<file path="src/rtl/ps2_host_tx.sv">
// PS/2 host-to-device byte transmitter: inhibit, request-to-send, 11-clock frame, ACK check.
// Define PS2_TX_RETRY_EN to retry once (same byte) after a timeout or NACK before flagging TX_ERR.
module ps2_host_tx #(
  parameter int unsigned INHIBIT_CYCLES = 5000,
  parameter int unsigned TIMEOUT_CYCLES = 1000000
) (
  input  logic       CLK,
  input  logic       RST,
  input  logic [7:0] TX_DATA,
  input  logic       TX_VALID,
  output logic       TX_READY,
  input  logic       PS2_CLK,
  input  logic       PS2_DATA,
  output logic       PS2_CLK_OE,
  output logic       PS2_DATA_OE,
  output logic       TX_DONE,
  output logic       TX_ERR
);

  localparam int unsigned CNT_MAX = (INHIBIT_CYCLES > TIMEOUT_CYCLES) ? INHIBIT_CYCLES : TIMEOUT_CYCLES;
  localparam int unsigned CNT_W   = $clog2(CNT_MAX + 2);

  typedef enum logic [2:0] {
    S_IDLE,
    S_INHIBIT,
    S_RTS,
    S_SHIFT,
    S_ACK,
    S_WAIT_IDLE
  } state_t;

  state_t             state_q;
  logic [CNT_W-1:0]   cnt_q;
  logic [3:0]         bitcnt_q;
  logic [7:0]         byte_q;
  logic               par_q;
  logic               clk_s1_q, clk_s2_q, clk_prev_q;
  logic               dat_s1_q, dat_s2_q;
  logic               clk_oe_q, data_oe_q, done_q, err_q;

  logic [9:0]         frame;
  logic               clk_fall, bus_idle, to_hit, fail, retry_ok;

`ifdef PS2_TX_RETRY_EN
  logic               retried_q;
  assign retry_ok = ~retried_q;
`else
  assign retry_ok = 1'b0;
`endif

  // Bits driven on falling edges 1..10: data LSB first, odd parity, stop.
  assign frame = {1'b1, par_q, byte_q};

  always_comb begin
    clk_fall = clk_prev_q & ~clk_s2_q;
    bus_idle = clk_s2_q & dat_s2_q;
    to_hit   = (cnt_q == CNT_W'(TIMEOUT_CYCLES));
    fail     = 1'b0;
    // A falling edge (or bus-idle completion) takes priority over a coincident timeout.
    case (state_q)
      S_RTS, S_SHIFT: fail = ~clk_fall & to_hit;
      S_ACK:          fail = clk_fall ? dat_s2_q : to_hit;
      S_WAIT_IDLE:    fail = ~bus_idle & to_hit;
      default:        fail = 1'b0;
    endcase
  end

  always_ff @(posedge CLK or posedge RST) begin
    if (RST) begin
      state_q    <= S_IDLE;
      cnt_q      <= '0;
      bitcnt_q   <= '0;
      byte_q     <= '0;
      par_q      <= 1'b0;
      clk_s1_q   <= 1'b1;
      clk_s2_q   <= 1'b1;
      clk_prev_q <= 1'b1;
      dat_s1_q   <= 1'b1;
      dat_s2_q   <= 1'b1;
      clk_oe_q   <= 1'b0;
      data_oe_q  <= 1'b0;
      done_q     <= 1'b0;
      err_q      <= 1'b0;
`ifdef PS2_TX_RETRY_EN
      retried_q  <= 1'b0;
`endif
    end else begin
      clk_s1_q   <= PS2_CLK;
      clk_s2_q   <= clk_s1_q;
      clk_prev_q <= clk_s2_q;
      dat_s1_q   <= PS2_DATA;
      dat_s2_q   <= dat_s1_q;
      done_q     <= 1'b0;
      err_q      <= 1'b0;

      if (fail) begin
        clk_oe_q  <= 1'b0;
        data_oe_q <= 1'b0;
        cnt_q     <= '0;
        bitcnt_q  <= '0;
        if (retry_ok) begin
          // Lines stay released for one cycle; INHIBIT re-asserts the clock on entry.
          state_q <= S_INHIBIT;
`ifdef PS2_TX_RETRY_EN
          retried_q <= 1'b1;
`endif
        end else begin
          err_q   <= 1'b1;
          state_q <= S_IDLE;
        end
      end else begin
        case (state_q)
          S_IDLE: begin
            if (TX_VALID) begin
              byte_q    <= TX_DATA;
              par_q     <= ~^TX_DATA;
              cnt_q     <= '0;
              bitcnt_q  <= '0;
              clk_oe_q  <= 1'b1;
              data_oe_q <= (INHIBIT_CYCLES == 1);
              state_q   <= S_INHIBIT;
`ifdef PS2_TX_RETRY_EN
              retried_q <= 1'b0;
`endif
            end
          end
          S_INHIBIT: begin
            if (!clk_oe_q) begin
              clk_oe_q  <= 1'b1;
              data_oe_q <= (INHIBIT_CYCLES == 1);
            end else if (cnt_q == CNT_W'(INHIBIT_CYCLES - 1)) begin
              clk_oe_q  <= 1'b0;
              data_oe_q <= 1'b1;
              cnt_q     <= '0;
              state_q   <= S_RTS;
            end else begin
              cnt_q <= cnt_q + CNT_W'(1);
              if (cnt_q == CNT_W'(INHIBIT_CYCLES - 2))
                data_oe_q <= 1'b1;
            end
          end
          S_RTS, S_SHIFT: begin
            cnt_q <= cnt_q + CNT_W'(1);
            if (clk_fall) begin
              data_oe_q <= ~frame[bitcnt_q];
              bitcnt_q  <= bitcnt_q + 4'd1;
              state_q   <= (bitcnt_q == 4'd9) ? S_ACK : S_SHIFT;
            end
          end
          S_ACK: begin
            cnt_q <= cnt_q + CNT_W'(1);
            if (clk_fall)
              state_q <= S_WAIT_IDLE;
          end
          S_WAIT_IDLE: begin
            if (bus_idle) begin
              done_q  <= 1'b1;
              cnt_q   <= '0;
              state_q <= S_IDLE;
            end else begin
              cnt_q <= cnt_q + CNT_W'(1);
            end
          end
          default: state_q <= S_IDLE;
        endcase
      end
    end
  end

  assign TX_READY    = (state_q == S_IDLE);
  assign PS2_CLK_OE  = clk_oe_q;
  assign PS2_DATA_OE = data_oe_q;
  assign TX_DONE     = done_q;
  assign TX_ERR      = err_q;

endmodule

</file>
<file path="config.mk">
export PLATFORM = sky130hd
export DESIGN_NAME = ps2_host_tx
export DESIGN_NICKNAME = d
export VERILOG_FILES = /design/src/rtl/ps2_host_tx.sv
export SDC_FILE = /design/constraint.sdc
export NUM_CORES = 1
export LEC_CHECK = 0
export ABC_AREA = 1
export BUFFER_PORTS_ARGS = -buffer_cell sky130_fd_sc_hd__buf_4
export CAP_MARGIN = 20
export CORE_MARGIN = 2
export CORE_UTILIZATION = 55
export DETAILED_ROUTE_END_ITERATION = 8
export PLACE_DENSITY = 0.81
export SLEW_MARGIN = 5
export SYNTH_ARGS = -nofsm -noshare
export SYNTH_HDL_FRONTEND = slang
export SYNTH_SLANG_ARGS = --single-unit
export TNS_END_PERCENT = 5
</file>
<file path="constraint.sdc">
create_clock -name CLK -period 2.15 [get_ports CLK]
set_clock_uncertainty 0.15 [all_clocks]
set_input_delay 0.1075 -clock CLK [delete_from_list [all_inputs] [get_ports CLK]]
set_output_delay 0.1075 -clock CLK [all_outputs]
set_load 0.02 [all_outputs]
</file>
### Yosys cells after proc, flatten, opt, wreduce, memory -nomap -nowiden

Index checks and enable logic that the tools add are counted.
Widths: inputs -> output; s select.

* flip-flop bits (word level): 45
* bits of input ports: 13
* output and inout bits: 5

* add/sub/neg operators: 2
* order comparisons: 1
* equality and inequality tests: 16
* mux-type cells: 39
* bitwise logic cells: 9
* reductions and logical operators: 14

Operators by type and width (number)
* $mux 20: 5
* $pmux 20 s4: 1
* $eq 20x13->1 const B: 2
* $mux 3: 8
* $add 20x1->20 const B: 1
* $eq 20x20->1 const B: 1
* $mux 1: 16
* $ne 3x3->1 const B: 5
* $pmux 3 s5: 1
* $mux 4: 3
* $reduce_and 3->1: 3
* $pmux 4 s2: 1
* $reduce_xnor 8->1: 1
* $eq 3x2->1 const B: 2
* $eq 3x3->1 const B: 2
* $pmux 1 s3: 2
* $reduce_and 6->1: 1
* $reduce_bool 3->1: 2
* $lt 4x5->1 const B: 1
* $ne 5x5->1 const B: 1
* $not 1->1: 5
* $reduce_bool 5->1: 1
* $add 4x1->4 const B: 1
* $and 1x1->1: 4
* other kinds (11): 11

### Logic depth before layout (Yosys ltp)

Gate-level depths: netlist of run 1.

* depth in word-level cells: 7
* gate-level depth with buffers: 12
* mapped depth without buffers: 12

### Worst setup path before layout of run 1

No wires, ideal clock.

* path type: reg2reg
* start: register state_q[1]
* end: register cnt_q[1]
* data arrival time: 1625 ps
* required time: 1868 ps
* path slack: 243 ps
* cell stages (with the launch flop): 13
* buffers on the path: 1
* clock period less this slack: 1907 ps
* cell sequence: dfrtp_1 -> inv_2 -> nand2_4 -> nor2_4 -> inv_2 -> or2_1 -> buf_4 -> o21ai_2 -> inv_1 -> o21ai_2 -> nor2_1 -> nand2_1 -> o21ai_0

RTL lines
* start: declaration: line 32 `state_t state_q;`
* start signal: assignment: line 147 `state_q <= (bitcnt_q == 4'd9) ? S_ACK : S_SHIFT;`
* $logic_not 3->1 (*)
* named net TX_READY: line 11 `output logic TX_READY,`
* $pmux 20 s4, or another cell as far along: line 112 `case (state_q)`
* $mux 20 / $reduce_and 3->1 (equally long branches)
* end signal: assignment: line 137 `cnt_q <= cnt_q + CNT_W'(1);`
* end signal: assignment: line 143 `cnt_q <= cnt_q + CNT_W'(1);`
* end signal: assignment: line 151 `cnt_q <= cnt_q + CNT_W'(1);`
* end: declaration: line 33 `logic [CNT_W-1:0] cnt_q;`

Mark *: on every way through the listed nets, which the timed path passes. The rest lies on a longest branch.
A chain may end at the register's enable or synchronous reset.

### Final worst setup path of run 1

* start: register cnt_q[5]
* end: register cnt_q[6]

* word-level cells in the longest chain between the ends: 5

Ends and longest elaborated chain
* $add 20x1->20, or another cell as far along
* $mux 20, or another cell as far along: line 131 `end else if (cnt_q == CNT_W'(INHIBIT_CYCLES - 1)) begin`
* $mux 20 / $pmux 1 s3 (equally long branches): line 128, 60
* $pmux 20 s4, or another cell as far along: line 112
* $mux 20 / $reduce_and 3->1 (equally long branches)

Several ways; a longest one is shown, not always the timed one. The select of a mux whose other input is x is not followed.

==> results of run 1 <==
[path summary, 6_finish.rpt]
check	startpoint	endpoint	slack (ns)	depth (start not counted)
worst max-delay path	cnt_q[5]$_DFFE_PP0P_	cnt_q[6]$_DFFE_PP0P_	0.11	8
worst min-delay path	TX_VALID	par_q$_DFFE_PP0P_	0.20	4
worst max register to register	cnt_q[5]$_DFFE_PP0P_	cnt_q[6]$_DFFE_PP0P_	0.11	8
worst min register to register	clk_s1_q$_DFF_PP1_	clk_s2_q$_DFF_PP1_	0.22	0
max in group asynchronous	RST	clk_s2_q$_DFF_PP1_	0.97	4
min in group asynchronous	RST	bitcnt_q[1]$_DFFE_PP0P_	0.27	3
[placed cells by master, fill, tap and decap left out, drive strengths merged]
| cell | synthesis | layout |
|---|---|---|
| nand2 | 87 | 87 |
| clkinvlp | 0 | 1 |
| nand3 | 29 | 30 |
| clkbuf | 3 | 6 |
| nor3 | 10 | 10 |
| ha | 5 | 5 |
| o21bai | 1 | 1 |
| xor2 | 16 | 16 |
| dfstp | 5 | 5 |
| dlygate4sd3 | 0 | 11 |
| bufinv | 0 | 1 |
| o22ai | 14 | 14 |
| or2 | 1 | 1 |
| o211ai | 2 | 2 |
| dfrtp | 40 | 40 |
| a31oi | 1 | 1 |
| clkinv | 0 | 1 |
| nor2 | 46 | 46 |
| buf | 4 | 24 |
| inv | 52 | 51 |
| o21ai | 12 | 12 |
| a21oi | 12 | 12 |
| xnor2 | 7 | 7 |
| nand4 | 10 | 10 |
| mux2 | 1 | 1 |
[sequential cells by signal, indices dropped and copies added, names as in the netlist]
signal,cells
clk_s1_q,1
clk_prev_q,1
byte_q,8
TX_ERR,1
bitcnt_q,4
PS2_CLK_OE,1
clk_s2_q,1
state_q,3
dat_s1_q,1
dat_s2_q,1
TX_DONE,1
cnt_q,20
PS2_DATA_OE,1
par_q,1
[metrics by stage]
| stage | setup slack (ns) | cells | util |
|---|---|---|---|
| after floorplan | 0.243 | 358 | - |
| after global placement | -0.124 | 441 | 0.624 |
| after detailed placement | -0.214 | 441 | 0.624 |
| after CTS | 0.0538 | 461 | 0.673 |
| after global routing | -0.0228 | 462 | 0.685 |
| final | 0.111 | 462 | 0.685 |
[power by group through the flow]
stage	registers [mW]	logic, mW	clock network [mW]
5_1_grt	1.17	1.38	0.732
2_1_floorplan	1.12	0.903	0
3_3_place_gp	1.15	1.10	0
4_1_cts	1.14	1.16	0.696
3_5_place_dp	1.16	1.13	0
6_report	1.16	1.24	0.688
[cell type report]
type                            count  area, sq um  share of cell area
Tap cell                           67         83.8              0.0256
Multi-Input combinational cell    255         1440               0.440
Timing Repair Buffer               35          303              0.0923
Sequential cell                    45         1130               0.346
Clock inverter                      2         37.5              0.0114
Inverter                           52          195              0.0595
Clock buffer                        6         82.6              0.0252
[Yosys cell counts, drive strengths merged]
| library cell | count | area share |
|---|---|---|
| nand2 | 87 | 0.12 |
| inv | 52 | 0.071 |
| nor2 | 46 | 0.066 |
| dfrtp | 40 | 0.36 |
| nand3 | 29 | 0.057 |
| xor2 | 16 | 0.051 |
| o22ai | 14 | 0.054 |
| a21oi | 12 | 0.026 |
| o21ai | 12 | 0.024 |
| nand4 | 10 | 0.023 |
| nor3 | 10 | 0.018 |
| xnor2 | 7 | 0.022 |
| dfstp | 5 | 0.048 |
| ha | 5 | 0.023 |
| buf | 4 | 0.012 |
| clkbuf | 3 | 0.0041 |
| o211ai | 2 | 0.0054 |
| a31oi | 1 | 0.0023 |
| mux2 | 1 | 0.0041 |
| o21bai | 1 | 0.0027 |
| or2 | 1 | 0.0023 |
[what timing repair did]
item | 4_1_cts | 5_1_grt
hold buffers | 11 | 0
setup buffers | 1 | 0
setup endpoints to repair | 18 | 28
hold endpoints to repair | 27 | 0
pin swaps | 0 | 1
gates cloned | 0 | 1
gates resized for setup | 1 | 15
[kinds of logic (layout without fill, tap and decap cells)]
family	Yosys count	in the layout	synth area share
adders and majority gates	5	5	0.0227
xor gates and xnor gates	23	23	0.0729
buffers and inverters	59	95	0.0870
and+or+nand+nor	183	184	0.288
muxes	1	1	0.00408
AOI/OAI and AO/OA	42	42	0.115
DFF	45	45	0.410
[worst max-delay path, delay by kind of cell (launching register included)]
kind / cells / cell delay [ns]
flops: 1 / 0.41
compound gates: 1 / 0.11
simple gates: 7 / 1.25
[routing by layer]
metal,global-route usage,vias up,share of wire
li1,-,1220,-
met1,0.350,1195,0.45
met2,0.391,97,0.48
met3,0.0455,11,0.059
met4,0.0833,0,0.014
met5,0,-,0
==> results by group, run 1 <==
Routing
  • DRT Wirelength: approximately 6700 microns
  • ANT nets after route: 0
  • DRC errors left: 0
  • Via/cell ratio: roughly 5.5
  • WL per Instance: 14.5 microns
  • Drt pass-1 iters: 5
  • DR iter-0 viols: between 300 and 400
  • Vias after detailed routing: approximately 2500

Worst hold path
  • Min-Delay Path Class: input port to register

Timing
  • Worst-margin pin slew: between 0.7 and 0.8 ns
  • Min Tclk post-route: between 2 and 2.5 ns
  • Pins over their slew limit: 0
  • Worst slack on hold paths: roughly 0.2 ns
  • Slew Limit Headroom: 0.478
  • Final Hold Viols: 0
  • Setup TNS: 0 ns
  • Peak Freq: between 400 and 500 MHz
  • Setup violators final: 0
  • Final period util: 0.948
  • Unrepaired setup endpoints after global routing: yes

Power and ir drop
  • Part of the power in registers: 0.374
  • Sw Share: 0.407
  • Power Density: roughly 940 nW/um^2
  • VDD IR max: between 0.6 and 0.7 mV
  • Leakage: 1.55 nW
  • Clk pwr share: 0.223
  • Internal: around 1.8 mW
  • NetSw: approximately 1.3 mW
  • Power share of the combinational group: 0.403
  • Power, Total: about 3.1 mW

Floorplanning
  • Core Area: 4790 sq um
  • Core Rows: 25
  • Starting density of the core: 0.577
  • Die X: 74.9 microns
  • I/O pin count: 18
  • Die area: about 5600 sq um
  • Die H: between 70 and 80 microns

Critical path
  • Critical path launch point type: register
  • Max FO, Critical Path: 8
  • Crit. End Element: register
  • Crit-path cells: nor2_1 -> nand2_1 -> nor2_1 -> nand3_1 -> nand2_1 -> nand3_2 -> nand3_2 -> o22ai_2
  • Crit path required time: 2.18 ns
  • Kind of critical path: register to register
  • Crit-path max cell delay: around 0.41 ns
  • Worst endpoint data arrival time: between 2 and 2.5 ns
  • Slowest cell on the critical path: dfrtp_1

Yosys
  • Synth cell types: 32
  • Syn. warnings: 0
  • Seq/Total Area, Yosys: 0.410
  • Synth Cell Area: 2760 sq um
  • Avg Inst Size Synth: ~7.7 sq um
  • Cells after Synth: approximately 360
  • Post-synthesis register bit count: between 40 and 50
  • Post-synthesis net count: 376

GRT
  • Grt ovf: 0
  • Vias in the first global route: around 2300
  • Largest net degree at the start of global routing: 27
  • GRT Total Usage: 0.250
  • Initial antenna violation count: 0
  • First-pass GRT wire length: approximately 11000 microns

Clock network
  • # H-tree levels: 2
  • CTS tree: built
  • Clock root cell: clkbuf_8
  • CTS sink cnt: between 40 and 50
  • Skew-Pair Late Insertion Delay: 0.31 ns
  • Total CTS buffers: 5
  • Clock transition at path regs: 0.09 ns
  • CTS Buffer Depth: 2

Placement
  • Gp weighted congestion: 0.929
  • Hpwl dp: between 4000 and 5000 microns
  • Placement Cell Area: roughly 3000 sq um
  • PortBufs: 17

Cells and area
  • Final instance area: roughly 3300 sq um
  • Share of post-route cells with drive strength above 1: 0.187
  • # diodes: 0
  • Final net count: between 400 and 500
  • Filler Cells Inserted: between 300 and 400
  • Synth-to-Final Area Change: 18.8%

Run status
  • Status: completed

Job
  • Max-cap viol count: 0
Power figures use the tool's default switching activity.
==> inputs of run 2 (changes only) <==
--- a/config.mk
+++ b/config.mk
@@ -6,12 +6,12 @@
 export NUM_CORES = 1
 export LEC_CHECK = 0
 export ABC_AREA = 1
-export BUFFER_PORTS_ARGS = -buffer_cell sky130_fd_sc_hd__buf_4
 export CAP_MARGIN = 20
 export CORE_MARGIN = 2
 export CORE_UTILIZATION = 55
 export DETAILED_ROUTE_END_ITERATION = 8
-export PLACE_DENSITY = 0.81
+export DONT_BUFFER_PORTS = 1
+export PLACE_DENSITY = 0.78
 export SLEW_MARGIN = 5
 export SYNTH_ARGS = -nofsm -noshare
 export SYNTH_HDL_FRONTEND = slang
==> results by group, run 2 (synthesized netlist as in run 1, its figures left out) <==
Run status
  • Status: completed

Routing
  • DRC errors left: 0
  • DR iter-0 viols: ~290
  • ANT nets after route: 0
  • Drt pass-1 iters: 5
  • Via/cell ratio: 5.37
  • WL per Instance: between 10 and 15 microns
  • Vias after detailed routing: 2400
  • DRT Wirelength: about 6200 microns

Placement
  • Hpwl dp: around 4500 microns
  • DP Worst Slack: 0.0874 ns
  • Placement Cell Area: about 2900 sq um
  • Gp weighted congestion: about 0.95
  • PortBufs: 0

Clock network
  • Skew-Pair Late Insertion Delay: around 0.31 ns
  • Clock root cell: clkbuf_8
  • CTS sink cnt: 45
  • Post-CTS setup buffers: 0
  • # H-tree levels: 2
  • CTS Buffer Depth: 2
  • CTS tree: built
  • Clock transition at path regs: roughly 0.090 ns
  • Total CTS buffers: 5

Timing
  • Final period util: 0.942
  • Min Tclk post-route: roughly 2 ns
  • Slew Limit Headroom: 0.738
  • Peak Freq: between 400 and 500 MHz
  • Unrepaired setup endpoints after global routing: yes
  • Final Hold Viols: 0
  • Worst-margin pin slew: 0.393 ns
  • Setup violators final: 0
  • Final worst slack: roughly 0.12 ns
  • Pins over their slew limit: 0

Worst hold path
  • WHS Path Cells: 4
  • Hold EP: par_q$_DFFE_PP0P_
  • Min-delay src: TX_DATA[1]
  • Min-Delay Path Class: input port to register

Critical path
  • Reg2Reg Launch Point: cnt_q[0]$_DFFE_PP0P_
  • Cell repeated most along the worst path: nand2_1
  • Crit. End Element: register
  • Worst Reg-to-Reg Cells: 10
  • Critical path launch point type: register
  • Crit path required time: 2.22 ns
  • Max FO, Critical Path: 5
  • Kind of critical path: register to register
  • R2r endpoint: cnt_q[14]$_DFFE_PP0P_
  • Crit-path cells: ha_1 -> nand3_1 -> nor2_2 -> nand2_1 -> nor2_2 -> nand2_1 -> nor2_1 -> xor2_1 -> nand2_1 -> o21ai_0
  • Worst endpoint data arrival time: ~2.1 ns
  • Slowest cell on the critical path: dfrtp_1
  • Crit-path max cell delay: between 0.4 and 0.5 ns
  • Setup slack, reg-to-reg: around 0.12 ns

Floorplanning
  • Die X: roughly 75 microns
  • Core Area: about 4800 sq um
  • Die area: 5600 sq um
  • I/O pin count: 18
  • Starting density of the core: 0.577
  • Core Rows: 25
  • Die H: approximately 75 microns

Power and ir drop
  • Power Density: 948 nW/um^2
  • VDD IR max: 0.577 mV
  • Leakage: 1.46 nW

Cells and area
  • Commonest non-fill, non-tap cells in the layout: 85 x nand2_1, 48 x inv_1, 42 x nor2_1, 39 x dfrtp_1, 28 x nand3_1
  • Filler Cells Inserted: roughly 400
  • Largest Register: cnt_q
  • Synth-to-Final Area Change: 13.0%
  • Area of the multi-input gates: between 1000 and 1500 sq um
  • # diodes: 0
  • Biggest regs: cnt_q x20, byte_q x8, bitcnt_q x4
  • Share of post-route cells with drive strength above 1: 0.129
  • Final net count: approximately 400
  • Max FFs per register: 20
  • Commonest non-fill, non-tap cell in the layout: nand2_1
  • Register Area: ~1100 sq um
  • Final instance area: approximately 3100 sq um

GRT
  • First-pass GRT wire length: 10400 microns
  • Vias in the first global route: between 2000 and 2500
  • Initial antenna violation count: 0
  • GRT Total Usage: 0.243
  • Grt ovf: 0
  • Largest net degree at the start of global routing: 19

Job
  • Max-cap viol count: 0
==> run 2: cell count changes in the layout (fill, tap and decap cells not counted), sizes merged <==
| cell | previous run | this run |
|---|---|---|
| buf | 24 | 10 |
| clkinvlp | 1 | 0 |
| inv | 51 | 52 |
| nand3 | 30 | 29 |
==> run 2: metrics by stage <==
step | util | hold WS (ns) | std cells | setup TNS (ns) | power, mW
floorplan | - | -0.0380 | 358 | 0 | 2.02
detailed placement | 0.603 | -0.153 | 428 | 0 | 2.28
CTS | 0.650 | 0.0474 | 447 | 0 | 2.95
global placement | 0.603 | -0.164 | 428 | 0 | 2.25
global route | 0.652 | 0.0737 | 447 | -0.0625 | 3.17
finish | 0.652 | 0.0507 | 447 | 0 | 2.96
==> run 2: per-layer routing <==
| metal | global-route usage | wire [microns] | vias up |
|---|---|---|---|
| met3 | 0.0482 | 330 | 5 |
| met4 | 0.0694 | 49 | 0 |
| met1 | 0.337 | 2840 | 1128 |
| met2 | 0.389 | 2960 | 79 |
| met5 | 0 | 0 | - |
| li1 | - | - | 1188 |
==> run 2: critical path: cells and delay by family (launching register included) <==
| kind | cells | cell delay, ns |
|---|---|---|
| simple gates | 7 | 0.90 |
| flops | 1 | 0.42 |
| fa+ha+maj | 1 | 0.23 |
| xor+xnor | 1 | 0.15 |
| compound gates | 1 | 0.10 |
==> run 2: cell type report <==
cell class | count | share of cell area
clock buffer | 6 | 0.0233
tap | 67 | 0.0269
multi-input combinational | 254 | 0.448
inverter | 52 | 0.0626
sequential | 45 | 0.363
timing repair buffer | 21 | 0.0634
clock inverter | 2 | 0.0124
==> run 2: worst max path at each step <==
stage / slack [ns] / start / endpoint
finish: 0.12 / cnt_q[0]$_DFFE_PP0P_ / cnt_q[14]$_DFFE_PP0P_
global route: -0.04 / cnt_q[1]$_DFFE_PP0P_ / cnt_q[17]$_DFFE_PP0P_
CTS: 0.05 / cnt_q[0]$_DFFE_PP0P_ / cnt_q[14]$_DFFE_PP0P_
detailed placement: 0.09 / cnt_q[0]$_DFFE_PP0P_ / cnt_q[14]$_DFFE_PP0P_
global placement: 0.12 / state_q[2]$_DFFE_PP0P_ / bitcnt_q[2]$_DFFE_PP0P_
floorplan: 0.24 / state_q[1]$_DFFE_PP0P_ / cnt_q[1]$_DFFE_PP0P_
==> run 2: what timing repair did <==
| item | CTS | global route |
|---|---|---|
| endpoints found under the hold margin | 55 | 0 |
| gates resized for setup | 0 | 5 |
| setup endpoints to repair | 0 | 27 |
| hold buffers | 11 | 0 |
==> run 2: where the power goes <==
part           internal [mW]  switching (mW)
logic                  0.421           0.723
clock network          0.349           0.309
registers               1.01           0.145
total                   1.78            1.18
